==> src/rtl/ht_delay_line.sv <==
// Valid/ready delay line for hash-table command beats: DELAY register stages,
// either a combinational ready chain or skid-buffer stages with a registered ready.
package hash_table;
    typedef enum logic [1:0] {
        HT_NOP    = 2'd0,
        HT_INSERT = 2'd1,
        HT_DELETE = 2'd2,
        HT_LOOKUP = 2'd3
    } ht_cmd_t;
endpackage

module ht_delay_stage #(
    parameter int WIDTH = 1,
    parameter int SKID  = 0
) (
    input  logic             clk,
    input  logic             rst,
    input  logic             up_valid,
    input  logic [WIDTH-1:0] up_data,
    output logic             up_ready,
    output logic             dn_valid,
    output logic [WIDTH-1:0] dn_data,
    input  logic             dn_ready
);
    if (SKID != 0) begin : g_skid
        logic             main_vld;
        logic             skid_vld;
        logic [WIDTH-1:0] main_q;
        logic [WIDTH-1:0] skid_q;
        logic             main_free;

        assign main_free = !main_vld || dn_ready;

        // Skid entry refills the main register first, so ordering holds.
        always_ff @(posedge clk or posedge rst) begin
            if (rst) begin
                main_vld <= 1'b0;
                skid_vld <= 1'b0;
                main_q   <= '0;
                skid_q   <= '0;
            end else if (main_free) begin
                if (skid_vld) begin
                    main_vld <= 1'b1;
                    main_q   <= skid_q;
                    skid_vld <= 1'b0;
                end else begin
                    main_vld <= up_valid;
                    if (up_valid) main_q <= up_data;
                end
            end else if (up_valid && !skid_vld) begin
                skid_vld <= 1'b1;
                skid_q   <= up_data;
            end
        end

        assign up_ready = !skid_vld;
        assign dn_valid = main_vld;
        assign dn_data  = main_q;
    end else begin : g_comb
        logic             vld;
        logic [WIDTH-1:0] q;

        // An empty stage accepts even while downstream is stalled.
        assign up_ready = !vld || dn_ready;

        always_ff @(posedge clk or posedge rst) begin
            if (rst) begin
                vld <= 1'b0;
                q   <= '0;
            end else if (up_ready) begin
                vld <= up_valid;
                if (up_valid) q <= up_data;
            end
        end

        assign dn_valid = vld;
        assign dn_data  = q;
    end
endmodule

module ht_delay_line
    import hash_table::*;
#(
    parameter int KEY_WIDTH      = 32,
    parameter int VALUE_WIDTH    = 16,
    parameter int BUCKET_WIDTH   = 8,
    parameter int HEAD_PTR_WIDTH = 10,
    parameter int DELAY          = 1,
    parameter int PIPELINE_READY = 0
) (
    input  logic                      clk_i,
    input  logic                      rst_i,
    input  logic [KEY_WIDTH-1:0]      ht_in_key,
    input  logic [VALUE_WIDTH-1:0]    ht_in_value,
    input  ht_cmd_t                   ht_in_cmd,
    input  logic [BUCKET_WIDTH-1:0]   ht_in_bucket,
    input  logic [HEAD_PTR_WIDTH-1:0] ht_in_head_ptr,
    input  logic                      ht_in_head_ptr_val,
    input  logic                      ht_in_valid,
    output logic                      ht_in_ready,
    output logic [KEY_WIDTH-1:0]      ht_out_key,
    output logic [VALUE_WIDTH-1:0]    ht_out_value,
    output ht_cmd_t                   ht_out_cmd,
    output logic [BUCKET_WIDTH-1:0]   ht_out_bucket,
    output logic [HEAD_PTR_WIDTH-1:0] ht_out_head_ptr,
    output logic                      ht_out_head_ptr_val,
    output logic                      ht_out_valid,
    input  logic                      ht_out_ready
);
    if (DELAY < 0 || DELAY > 16) begin : g_bad_delay
        $error("ht_delay_line: DELAY=%0d is outside 0..16", DELAY);
    end

    typedef struct packed {
        logic [KEY_WIDTH-1:0]      key;
        logic [VALUE_WIDTH-1:0]    value;
        ht_cmd_t                   cmd;
        logic [BUCKET_WIDTH-1:0]   bucket;
        logic [HEAD_PTR_WIDTH-1:0] head_ptr;
        logic                      head_ptr_val;
    } beat_t;

    // Index 0 is the upstream side, index DELAY the downstream side.
    beat_t [DELAY:0] beat;
    logic  [DELAY:0] vld;

    assign beat[0] = {ht_in_key, ht_in_value, ht_in_cmd, ht_in_bucket,
                      ht_in_head_ptr, ht_in_head_ptr_val};
    assign vld[0]  = ht_in_valid;

    // Ready is kept per stage so the backward chain is a set of distinct nets.
    for (genvar k = 0; k < DELAY; k++) begin : g_stage
        logic up_rdy;
        logic dn_rdy;

        if (k == DELAY - 1) begin : g_last
            assign dn_rdy = ht_out_ready;
        end else begin : g_mid
            assign dn_rdy = g_stage[k+1].up_rdy;
        end

        ht_delay_stage #(
            .WIDTH($bits(beat_t)),
            .SKID (PIPELINE_READY)
        ) u_stage (
            .clk     (clk_i),
            .rst     (rst_i),
            .up_valid(vld[k]),
            .up_data (beat[k]),
            .up_ready(up_rdy),
            .dn_valid(vld[k+1]),
            .dn_data (beat[k+1]),
            .dn_ready(dn_rdy)
        );
    end

    if (DELAY == 0) begin : g_wire
        assign ht_in_ready = ht_out_ready;
    end else begin : g_pipe
        assign ht_in_ready = g_stage[0].up_rdy;
    end

    assign ht_out_valid        = vld[DELAY];
    assign ht_out_key          = beat[DELAY].key;
    assign ht_out_value        = beat[DELAY].value;
    assign ht_out_cmd          = beat[DELAY].cmd;
    assign ht_out_bucket       = beat[DELAY].bucket;
    assign ht_out_head_ptr     = beat[DELAY].head_ptr;
    assign ht_out_head_ptr_val = beat[DELAY].head_ptr_val;
endmodule

==> config.mk <==
export PLATFORM = sky130hd
export DESIGN_NAME = ht_delay_line
export DESIGN_NICKNAME = d
export VERILOG_FILES = /design/src/rtl/ht_delay_line.sv
export SDC_FILE = /design/constraint.sdc
export NUM_CORES = 1
export LEC_CHECK = 0
export ABC_AREA = 0
export BUFFER_PORTS_ARGS = -buffer_cell sky130_fd_sc_hd__buf_2
export CAP_MARGIN = 20
export CORE_UTILIZATION = 46
export CTS_BUF_LIST = sky130_fd_sc_hd__clkbuf_8
export DETAILED_ROUTE_END_ITERATION = 6
export GPL_ROUTABILITY_DRIVEN = 0
export PLACE_DENSITY = 0.82
export SETUP_SLACK_MARGIN = 0.05
export SKIP_LAST_GASP = 1
export SLEW_MARGIN = 40
export SYNTH_ARGS = -nofsm -noshare
export SYNTH_HDL_FRONTEND = slang
export SYNTH_HIERARCHICAL = 1
export SYNTH_SLANG_ARGS = --single-unit
export TNS_END_PERCENT = 5
==> constraint.sdc <==
create_clock -name clk_i -period 3.4 [get_ports clk_i]
set_input_delay 1.02 -clock clk_i [delete_from_list [all_inputs] [get_ports clk_i]]
set_output_delay 1.02 -clock clk_i [all_outputs]
set_load 0.05 [all_outputs]
Word-level counts from Yosys, hierarchy flattened. Index checks and enable logic that the tools add are counted.

Flip-flop bits (word level): 70. Input port bits: 73. Output and inout port bits: 71. Word-level logic and storage cells: 5.

Reduce and logical (&&, ||, !) cells: 3.

Operators with widths (count): $reduce_and A2 Y1 (1); $logic_not A1 Y1 (1); $logic_or A1 B1 Y1 (1).

Depth between registers and ports, before layout.
Depth in word-level cells: 3. Mapped depth: 5. Mapped depth without buffers: 3.

Worst setup path after synthesis. No wires, ideal clock.

Path type: in2out. From: input port ht_out_ready. To: output port ht_in_ready. Data arrival time: 1230 ps. Required time: 2380 ps. Slack: 1150 ps. Stages: 1. Buffers on the path: 0. Path through: nand2b_4.

Cells in the longest elaborated chain, start to end: 1.

RTL lines: start, declared (RTL line 108) `input logic ht_out_ready`; $logic_or A1 B1 Y1 (RTL line 64) `assign up_ready = !vld || dn_ready;`; end, declared (RTL line 100) `output logic ht_in_ready,`.

No other way between the ends.

Final worst setup path. Ends and elaborated chain as after synthesis.

==> results by group <==
Status
  – Status: finished, final reports clean

Logic synthesis
  – Post-Syn Instances: 150
  – Top cells by area, synth: dfrtp_1 66%, mux2_2 25%, mux2_4 5.7%
  – Yosys top cell area share: 0.661
  – Synth area leader: dfrtp_1
  – Seq/Total Area, Yosys: 0.661
  – Avg Cell Area, Syn: 17.7 um2
  – Number of synthesized register bits: 70
  – Syn_nets: 223
  – Synth Warn #: 6
  – Mapped Area: 2650 um2
  – Synth unique cells: 9

Global routing
  – First-pass GRT wire length: just under 9000 um
  – Initial antenna violation count: 0
  – Largest net degree at the start of global routing: between 70 and 80
  – Vias in the first global route: 1939
  – Congestion Overflow GR: 0
  – GRT Overall Usage: 0.196

Finish
  – Fin nets: about 370
  – Share of layout cells above drive strength 1: 0.766
  – Layout area overhead: 38.2%
  – Ant. Diodes: 0
  – Area occupied by multi-input gates: between 800 and 900 um2
  – Fill count: 443
  – Finished Core Util: 0.661
  – Storage cell area: 1750 um2

STA
  – Final period util: 0.737
  – RSZ-0062 raised after global routing: no
  – Final worst setup slack: 0.895 ns
  – Tmin final: 2.51 ns
  – Final Slew Violations: 0
  – Hold_ws: 0.502 ns
  – Max Clock Skew: 0.00605 ns
  – Max Clock Freq: between 300 and 400 MHz
  – Final setup TNS: 0 ns
  – Actual slew at the worst max-slew pin: 0.628 ns
  – Final setup viols: 0
  – Worst relative slew slack: 0.581
  – Hold Vio Cnt, Final: 0

Clocking
  – H-tree levels: 3
  – CTS tree: yes
  – Post-CTS sizing: 0
  – Clk slew on worst S/H paths: 0.07 ns
  – Total CTS buffers: 9
  – # hold bufs at CTS: 0
  – Bufs on Longest Clock Path: 2
  – Clock sinks: 70
  – Root buffer cell: clkbuf_8
  – # Post-CTS Setup Buffers: 0
  – Skew-Pair Late Insertion Delay: 0.32 ns

Critical path
  – CP endpoint kind: primary output
  – WP buf/inv: 2
  – Max stage delay cell, worst path: buf_2
  – Crit-path cells: buf_2 > nand2b_4 > buf_2
  – Worst path arrival time: ~1.5 ns
  – Crit path launch type: primary input
  – R2R cell count: 4
  – Crit path to: ht_in_ready
  – R2R setup slack: 1.74 ns
  – Most frequent CP cell: buf_2
  – Worst Setup SP: ht_out_ready
  – FF-to-FF Start: g_stage[0].u_stage/dn_valid
  – WP depth: 3
  – Critical path class: in -> out
  – Required @ worst endpoint: between 2 and 2.5 ns
  – CP delay by family, top: buffers and inverters
  – RR Endpoint: g_stage[0].u_stage/dn_data[0]
  – Largest fanout on the critical path: 3
  – Max stage delay on crit path: roughly 0.26 ns

Routing
  – Routed vias: 1782
  – Post-route ant nets: 0
  – Total wire length: 5490 um
  – Residual DRC count: 0
  – Wire length per cell: 14.6 um
  – Drt first-iter violations: 37
  – Vias/cell: 4.74
  – DR pass1 iterations: 2

Floorplan
  – Die height: 77.9 um
  – Chip width: 77.9 um
  – Die area: 6070 um2
  – Core ar.: 5540 um2
  – Starting Density: 0.478
  – I/O Pins: 144
  – Num rows: 27

Power
  – Static leakage: about 1.9 nW
  – VDD IR max: between 0.4 and 0.5 mV
  – Pwr Total: 2.55 mW
  – Pwr dens: roughly 700 nW/um2

Placement
  – Post-Place Worst Slack: 0.893 ns
  – HPWL Detailed: between 4000 and 5000 um
  – Port Buffers: 143

Flow run
  – Number of max-cap violations: 0

Min path
  – HP Class: reg -> reg
-- logic make-up (layout without fill, tap and decap cells) --
group,Yosys count,after routing,synth area share
flip-flops,70,70,0.661
multiplexers,69,69,0.308
buffers and inverters,8,162,0.0194
AND/OR/NAND/NOR,3,3,0.0118
-- routing by layer --
layer,wire (um),vias to the layer above,part of all wire,global-route usage
met3,346,13,0.063,0.0576
met4,118,0,0.021,0.106
met1,2120,865,0.39,0.218
met5,0,-,0,0
met2,2910,79,0.53,0.337
li1,-,825,-,-
-- flip-flops by register name (all words and copies together) (netlist names) --
signal	count
g_stage.u_stage/dn_data	69
g_stage.u_stage/dn_valid	1
-- cells in the final DEF, fill, tap and decap left out, drive strengths merged --
cell type | synthesis | final
buf | 7 | 145
dfrtp | 70 | 70
mux2 | 69 | 69
clkbuf | 0 | 10
clkinv | 0 | 2
bufinv | 0 | 2
clkinvlp | 0 | 2
nand2b | 2 | 2
nand2 | 1 | 1
inv | 1 | 1
-- cell usage after synthesis --
master	instances
nand2b_4	1
buf_6	2
buf_2	5
mux2_4	10
nand2b_1	1
inv_1	1
nand2_4	1
dfrtp_1	70
mux2_2	59
-- stage by stage --
| step | area (um2) | cells |
|---|---|---|
| 6_report | 3660 | 376 |
| 4_1_cts | 3660 | 376 |
| 3_3_place_gp | 3430 | 360 |
| 2_1_floorplan | 2650 | 150 |
| 5_1_grt | 3660 | 376 |
| 3_5_place_dp | 3440 | 360 |
-- how the worst min path moves through the flow --
stage,end,startpoint,depth (start not counted),slack (ns)
CTS,g_stage[0].u_stage/dn_data[67],g_stage[0].u_stage/dn_data[67],1,0.50
global route,g_stage[0].u_stage/dn_data[52],g_stage[0].u_stage/dn_data[52],1,0.51
floorplan,g_stage[0].u_stage/dn_data[29],g_stage[0].u_stage/dn_data[29],1,0.86
global placement,g_stage[0].u_stage/dn_data[0],g_stage[0].u_stage/dn_data[0],1,0.48
detailed placement,g_stage[0].u_stage/dn_data[67],g_stage[0].u_stage/dn_data[67],1,0.49
finish,g_stage[0].u_stage/dn_data[15],g_stage[0].u_stage/dn_data[15],1,0.50
-- cell type report --
type                       count  area share
inverter                       1     0.00103
tap                           72      0.0246
clock buffer                  10      0.0376
timing repair buffer         145       0.204
clock inverter                 6      0.0232
sequential                    70       0.478
multi-input combinational     72       0.231
-- power breakdown --
| part | total, mW | leakage [nW] | internal [mW] | switching, mW |
|---|---|---|---|---|
| Combinational | 0.810 | 0.928 | 0.232 | 0.578 |
| Sequential | 1.01 | 0.818 | 0.954 | 0.0586 |
| Clock | 0.725 | 0.108 | 0.430 | 0.295 |
| Total | 2.55 | 1.85 | 1.62 | 0.932 |
Power figures use the tool's default switching activity.
